File: src/rtl/death_ctrl.sv
// death_ctrl: game-state sequencer for kid death, game-over overlay,
// stage reset back to the hazards, and a saturating BCD death counter.
//
// state      | meaning
// -----------+-----------------------------------------------------------
// ST_PLAY    | normal play; watches collide flags and restart edges
// ST_DYING   | kid frozen and blinking, counting frame ticks
// ST_OVER    | game-over overlay shown, kid hidden, waiting for restart
// ST_RESPAWN | stage_rst held until a frame tick has been seen, plus one
module death_ctrl #(
   parameter int N_HAZ        = 8,
   parameter int DYING_FRAMES = 32
) (
   input  logic             clk,
   input  logic             rst,
   input  logic             frame_tick,
   input  logic [N_HAZ-1:0] collide,
   input  logic             restart_key,
   output logic             kid_freeze,
   output logic             kid_flash,
   output logic             show_game_over,
   output logic             stage_rst,
   output logic [15:0]      death_count
);

   localparam logic [1:0] ST_PLAY    = 2'd0;
   localparam logic [1:0] ST_DYING   = 2'd1;
   localparam logic [1:0] ST_OVER    = 2'd2;
   localparam logic [1:0] ST_RESPAWN = 2'd3;

   localparam logic [7:0] DYING_LAST = 8'(DYING_FRAMES);

   logic [1:0]  state_q, state_d;
   logic [7:0]  frame_cnt_q, frame_cnt_d;
   logic        blink_q, blink_d;
   logic        key_q, key_d;
   logic        seen_q, seen_d;
   logic [15:0] count_q, count_d;
   logic        freeze_q, freeze_d;
   logic        flash_q, flash_d;
   logic        over_q, over_d;
   logic        srst_q, srst_d;
   logic        restart_edge;

   // Per-digit BCD increment; 9999 is sticky.
   function automatic logic [15:0] bcd_inc(input logic [15:0] v);
      logic [15:0] r;
      logic        carry;
      r     = v;
      carry = 1'b1;
      if (v != 16'h9999) begin
         for (int i = 0; i < 4; i++) begin
            if (carry) begin
               if (r[i*4 +: 4] == 4'd9) begin
                  r[i*4 +: 4] = 4'd0;
               end else begin
                  r[i*4 +: 4] = r[i*4 +: 4] + 4'd1;
                  carry       = 1'b0;
               end
            end
         end
      end
      return r;
   endfunction

   assign restart_edge = restart_key & ~key_q;

   // Next-state, counters and registered-output values derived from the next state.
   always_comb begin
      state_d     = state_q;
      frame_cnt_d = frame_cnt_q;
      blink_d     = blink_q;
      count_d     = count_q;
      seen_d      = 1'b0;
      key_d       = restart_key;

      case (state_q)
         ST_PLAY: begin
            if (restart_edge) begin
               state_d = ST_RESPAWN;
            end else if (|collide) begin
               state_d     = ST_DYING;
               count_d     = bcd_inc(count_q);
               frame_cnt_d = 8'd0;
               blink_d     = 1'b0;
            end
         end
         ST_DYING: begin
            if (restart_edge) begin
               state_d = ST_RESPAWN;
            end else if (frame_tick) begin
               frame_cnt_d = frame_cnt_q + 8'd1;
               blink_d     = ~blink_q;
               if (frame_cnt_q + 8'd1 == DYING_LAST) begin
                  state_d = ST_OVER;
               end
            end
         end
         ST_OVER: begin
            if (restart_edge) begin
               state_d = ST_RESPAWN;
            end
         end
         default: begin
            // One extra cycle after the tick so slow hazard logic sees stage_rst.
            if (seen_q) begin
               state_d = ST_PLAY;
            end else begin
               seen_d = frame_tick;
            end
         end
      endcase

      freeze_d = (state_d != ST_PLAY);
      over_d   = (state_d == ST_OVER);
      srst_d   = (state_d == ST_RESPAWN);
      flash_d  = 1'b0;
      if (state_d == ST_OVER) begin
         flash_d = 1'b1;
      end else if (state_d == ST_DYING) begin
         flash_d = blink_d;
      end
   end

   // State and output registers with synchronous reset.
   always_ff @(posedge clk) begin
      if (rst) begin
         state_q     <= ST_PLAY;
         frame_cnt_q <= 8'd0;
         blink_q     <= 1'b0;
         key_q       <= 1'b1;
         seen_q      <= 1'b0;
         count_q     <= 16'h0000;
         freeze_q    <= 1'b0;
         flash_q     <= 1'b0;
         over_q      <= 1'b0;
         srst_q      <= 1'b0;
      end else begin
         state_q     <= state_d;
         frame_cnt_q <= frame_cnt_d;
         blink_q     <= blink_d;
         key_q       <= key_d;
         seen_q      <= seen_d;
         count_q     <= count_d;
         freeze_q    <= freeze_d;
         flash_q     <= flash_d;
         over_q      <= over_d;
         srst_q      <= srst_d;
      end
   end

   assign kid_freeze     = freeze_q;
   assign kid_flash      = flash_q;
   assign show_game_over = over_q;
   assign stage_rst      = srst_q;
   assign death_count    = count_q;

endmodule

File: config.mk
export PLATFORM = sky130hd
export DESIGN_NAME = death_ctrl
export DESIGN_NICKNAME = d
export VERILOG_FILES = /design/src/rtl/death_ctrl.sv
export SDC_FILE = /design/constraint.sdc
export NUM_CORES = 1
export LEC_CHECK = 0
export ABC_AREA = 0
export CAP_MARGIN = 20
export CORE_ASPECT_RATIO = 1.5
export CORE_MARGIN = 5
export CORE_UTILIZATION = 40
export CTS_BUF_LIST = sky130_fd_sc_hd__clkbuf_4
export CTS_CLUSTER_SIZE = 20
export DETAILED_ROUTE_END_ITERATION = 7
export DONT_BUFFER_PORTS = 1
export SLEW_MARGIN = 40
export SYNTH_ARGS = -nofsm -noshare
export SYNTH_HDL_FRONTEND = slang
export SYNTH_SLANG_ARGS = --single-unit
File: constraint.sdc
create_clock -name clk -period 4.1 [get_ports clk]
set_clock_uncertainty 0.1 [all_clocks]
set_input_delay 0.205 -clock clk [delete_from_list [all_inputs] [get_ports clk]]
set_output_delay 0.205 -clock clk [all_outputs]
set_load 0.005 [all_outputs]
# [Yosys cells after proc, flatten, opt, wreduce, memory -nomap -nowiden]
# Cells that the tools add are included.
[op_classes] addsub=5 multipliers=0 div_mod_pow=0 magnitude_cmp=0 n_eq_ne=15 shifts=0 n_mux=41 n_bitwise=4 n_reduce_logical=10
[op_table] operator="8-bit two-way mux" count=4
[op_table] operator="1-bit two-way mux" count=23
[op_table] operator="5-bit AND reduction" count=4
[op_table] operator="4-bit by 1-bit adder with 4-bit output, second input constant" count=4
[op_table] operator="4-bit equality test, second input constant" count=4
[op_table] operator="4-bit two-way mux" count=4
[op_table] operator="16-bit inequality test, second input constant" count=1
[op_table] operator="8-bit case mux with 2 select lines" count=1
[op_table] operator="2-bit two-way mux" count=7
[op_table] operator="8-bit by 1-bit adder with 8-bit output, second input constant" count=1
[op_table] operator="8-bit by 6-bit equality test with 1-bit output, second input constant" count=1
[op_table] operator="2-bit inequality test, second input constant" count=4
[op_table] operator="8-bit OR reduction" count=1
[op_table] operator="2-bit equality test, second input constant" count=3
[op_table] operator="2-bit case mux with 3 select lines" count=1
[op_table] operator="5-bit OR reduction" count=1
[op_table] operator="2-bit by 1-bit equality test with 1-bit output, second input constant" count=2
[op_table] operator="4-bit AND reduction" count=1
[op_table] operator="2-bit nonzero test" count=2
[op_table] operator="1-bit NOT" count=3
[op_table] operator="2-bit logical NOT" count=1
[op_table] operator="1-bit case mux with 2 select lines" count=1
[op_table] operator="1-bit bitwise AND" count=1
[word_totals] regBits=33 latchBits=0 ramBits=0 mem_bits_ro=0 in_bits=12 output_inout_bits=20 wordCells=88 n_memories=0

# [Depth between registers and ports, before layout]
[logic_depth] word_depth=17 depth_mapped=10 mapped_depth_nobuf=9

# [Worst setup path before layout]
# No wires, ideal clock.
[synth_timing] kind="register to register" start="reg state_q[0]" end="reg count_q[9], in the netlist death_count[9]" setup_time_ps=70 arrival_ps=1815 required_time_ps=3930 path_slack_ps=2115 path_stages_with_launch=8 n_path_buf=1 period_less_slack_ps=1985 cell_sequence="dfxtp_1 inv_1 ha_1 buf_2 o211ai_2 or4b_4 or3_1 a21oi_1"
[synth_via] elab_chain_len=2
[synth_lines] item="start: declaration" line_no="33" source="logic [1:0] state_q, state_d;"
[synth_lines] item="start signal: assignment" line_no="139" source="state_q <= state_d;"
[synth_lines] item="2-bit logical NOT" line_no="77" source="case (state_q)"
[synth_lines] item="5-bit AND reduction (no line)"
[synth_lines] item="end signal: assignment" line_no="144" source="count_q <= count_d;"
[synth_lines] item="end: declaration" line_no="38" source="logic [15:0] count_q, count_d;"
# No other way between the ends.
# A chain may end at the register's enable or synchronous reset.

# [Worst setup path in the final report]
[layout_timing] start="reg state_q[0]" end="reg frame_cnt_q[2]"
[layout_via] elab_chain_len=3 elab_cells_between_ends=9 cone_classes="eq/ne: 5; mux: 1; reduce/logical: 3"
[layout_lines] item="2-bit by 1-bit equality test with 1-bit output / 2-bit logical NOT (equally long branches)" line_no="77"
[layout_lines] item="2-bit inequality test (no line) / 2-bit nonzero test (equally long branches)"
[layout_lines] item="5-bit AND reduction (no line)"
[layout_lines] item="end signal: assignment" line_no="140" source="frame_cnt_q <= frame_cnt_d;"
[layout_lines] item="end: declaration" line_no="34" source="logic [7:0] frame_cnt_q, frame_cnt_d;"
# Parallel ways exist; a longest one is shown, timed or not.

==> results.toml <==
[critical_path]
slowest_delay_ns = 0.54
crit_buf_inv = 0
critPathTopFamily = "simple AND/OR/NAND/NOR gates"
critical_path.cell_chain = "ha_1 > nor2_1 > nor2_1 > nand4_1 > or3b_2 > a21oi_1"
cp-end-kind = "flop"
cpMostUsedCell = "nor2_1"
required_ns = 4.27
crit_type = "reg2reg"
arrival_ns = 2.50
worst_setup_path_start_kind = "flop"
critPathSlowestCell = "or3b_2"
path_max_fanout = 14

[layout]
num_antenna_cells = 0
layout.nets = 234
final_cells = 264
final_area_mm2 = 0.00187
multiInputGateArea_mm2 = 0.00105
area_growth_pct = 5.79
n_fill_cell = 453
drive_above_1_share_pct = 9.63
regArea_um2 = 661

[job]
max_cap_violations = 0

[clock_network]
cts.htree.levels = 2
postCtsHoldBufs = 3
root_buffer = "clkbuf_4"
cts.sinks = 33
postCtsSetupRepairBufs = 0
clockBufferDepth = 2
cts_inserted_buffers = 5
cts_tree = "yes"
clk_pin_slew_ns = 0.11
clkLatencyLatePin_ns = 0.33
cts_resized = 0

[global_route]
grt_max_degree = 31
antenna_found_initial = 0
grt_pass1_vias = 1440
grt_use_total_pct = 14.3
gr-total-overflow = 0
grt_pass1_wl_mm = 6.70

[logic_synthesis]
synthCells = 215
synth_edf_count = 0
syn_area_mm2 = 0.00177
yosysSeqAreaShare_pct = 37.3
syn_nets = 232
synth_area_per_cell_um2 = 8.24
synth_cell_types = 48
yosys_warnings = 0
synth-main-ff-cell = "dfxtp_1"
synth_seq_cells = 33
postSynth.asyncResetShare_pct = 0

[timing]
worst_slew_pin_slew_ns = 0.605
slew_headroom_pct = 59.1
fin_tns_setup_ns = 0
post-route-period-util_pct = 56.6
drv_slew = 0
min_period_ns = 2.32
setup_violations = 0
fmax_mhz = 431
hold_violations = 0
rsz0062_at_grt = "no"

[route]
drtIter0Drc = 30
wl_per_cell_um = 14.8
detail_route.wirelength_mm = 3.90
drcViolationCount = 0
viasPerCell = 5.67
ant_nets = 0
dr.pass1.iters = 4
vias = 1497

[outcome]
status = "finished, final reports clean"

[place]
place_inst = 253
placed_area_mm2 = 0.00179
post-dp-hpwl_mm = 2.86
port_buffers = 0
place.gp.congestion = 0.785

[pwr]
ir_worst_vdd_mv = 0.240
power_density_mw_per_mm2 = 454
leakage_uw = 0.000677

[floorplanning]
design.core.area_mm2 = 0.00428
ios = 32
dieArea_mm2 = 0.00589
die_w_um = 64.3
die-height_um = 91.5
fp-row-count = 29
start_util_pct = 41.4

[min_path]
hp-class = "in2reg"
==> synth_stat cells (2+ instances only) <==
cell | number | area [µm²]
a21o_1 | 4 | 30.0
a21oi_1 | 16 | 80.1
a31oi_1 | 2 | 12.5
and2_1 | 2 | 12.5
and2b_2 | 2 | 17.5
and3_1 | 3 | 18.8
buf_2 | 4 | 20.0
clkbuf_1 | 4 | 15.0
dfxtp_1 | 33 | 661
ha_1 | 5 | 62.6
inv_1 | 5 | 18.8
mux2i_1 | 2 | 20.0
nand2_1 | 13 | 48.8
nand2b_1 | 4 | 25.0
nand3_1 | 12 | 60.1
nand4_1 | 5 | 31.3
nor2_1 | 26 | 97.6
nor2b_1 | 4 | 25.0
nor3_1 | 5 | 25.0
nor3b_1 | 5 | 37.5
nor4_1 | 4 | 25.0
o211a_1 | 2 | 20.0
o211ai_1 | 2 | 15.0
o21ai_0 | 11 | 55.1
or2_2 | 3 | 18.8
or3_1 | 4 | 25.0
or4_1 | 2 | 15.0
xnor2_1 | 4 | 35.0
xor2_1 | 8 | 70.1
==> flip-flops by register name, summed over array words and instances, names as in the netlist <==
name / count
seen_q: 1
frame_cnt_q: 8
kid_freeze: 1
kid_flash: 1
state_q: 2
blink_q: 1
key_q: 1
death_count: 16
show_game_over: 1
stage_rst: 1
==> path summary, 6_finish.rpt <==
check                                           start                          end  slack (ns)  cells after the start
worst min-delay path                       frame_tick           blink_q$_SDFF_PP0_        0.02                      3
worst max register to register  state_q[0]$_SDFF_PP0_  frame_cnt_q[2]$_SDFFE_PP0P_        1.78                      6
worst max-delay path            state_q[0]$_SDFF_PP0_  frame_cnt_q[2]$_SDFFE_PP0P_        1.78                      6
worst min register to register      seen_q$_SDFF_PP0_            seen_q$_SDFF_PP0_        0.36                      1
==> worst min-delay path, stage by stage <==
cell and delay (ns):
nand2_1 0.03, nand2_1 0.05, a311oi_1 0.12
==> layout by cell type (no fill, tap or decap), types with 3 or more instances in the layout <==
master,count
nand2_1,13
nor3b_1,5
nand4_1,5
nor2b_1,4
dfxtp_1,33
or2_2,3
xnor2_1,4
a21oi_1,16
inv_1,5
and3_1,3
nand3_1,12
nand2b_1,4
ha_1,5
xor2_1,8
o21ai_0,11
or3_1,4
nor2_1,26
clkbuf_4,6
a21o_1,4
nor3_1,5
nor4_1,4
==> layout make-up <==
type,instances,share of cell area [%]
inverter,6,1.20
tap,46,3.07
clock inverter,2,0.534
timing repair buffer,3,1.34
clock buffer,6,2.40
sequential,33,35.2
multi-input combinational,168,56.2
==> metrics by stage <==
step	setup slack, ns	util (%)	hold WS, ns	total power, µW
CTS	1.78	43.9	0.0118	866
detailed placement	1.81	41.9	0.180	671
finish	1.78	43.8	0.0238	851
global route	1.58	43.8	0.0234	915
floorplan	2.11	-	0.189	620
global placement	1.83	41.9	0.180	670
==> logic make-up after synthesis <==
kind of cell,synth area share (%)
XOR/XNOR,5.93
AND/OR/NAND/NOR,32.6
adder cells (fa/ha/maj),3.53
buffers and inverters,3.25
flip-flops,37.3
multiplexers,1.13
AO/OA/AOI/OAI,16.2
==> layer usage <==
layer,up-vias,part of all wire (%),track usage [%]
met5,-,0,0
met1,687,40,14.7
met2,31,51,24.7
met4,0,1.7,6.17
li1,773,-,-
met3,6,6.9,6.30
==> power breakdown <==
| part | internal, µW | total (µW) | switching (µW) | leakage (µW) |
|---|---|---|---|---|
| logic | 114 | 274 | 160 | 0.000374 |
| registers | 356 | 393 | 36.1 | 0.000268 |
| clock network | 71.9 | 184 | 112 | 0.0000354 |
No activity file was read; power rests on OpenSTA's default activity.
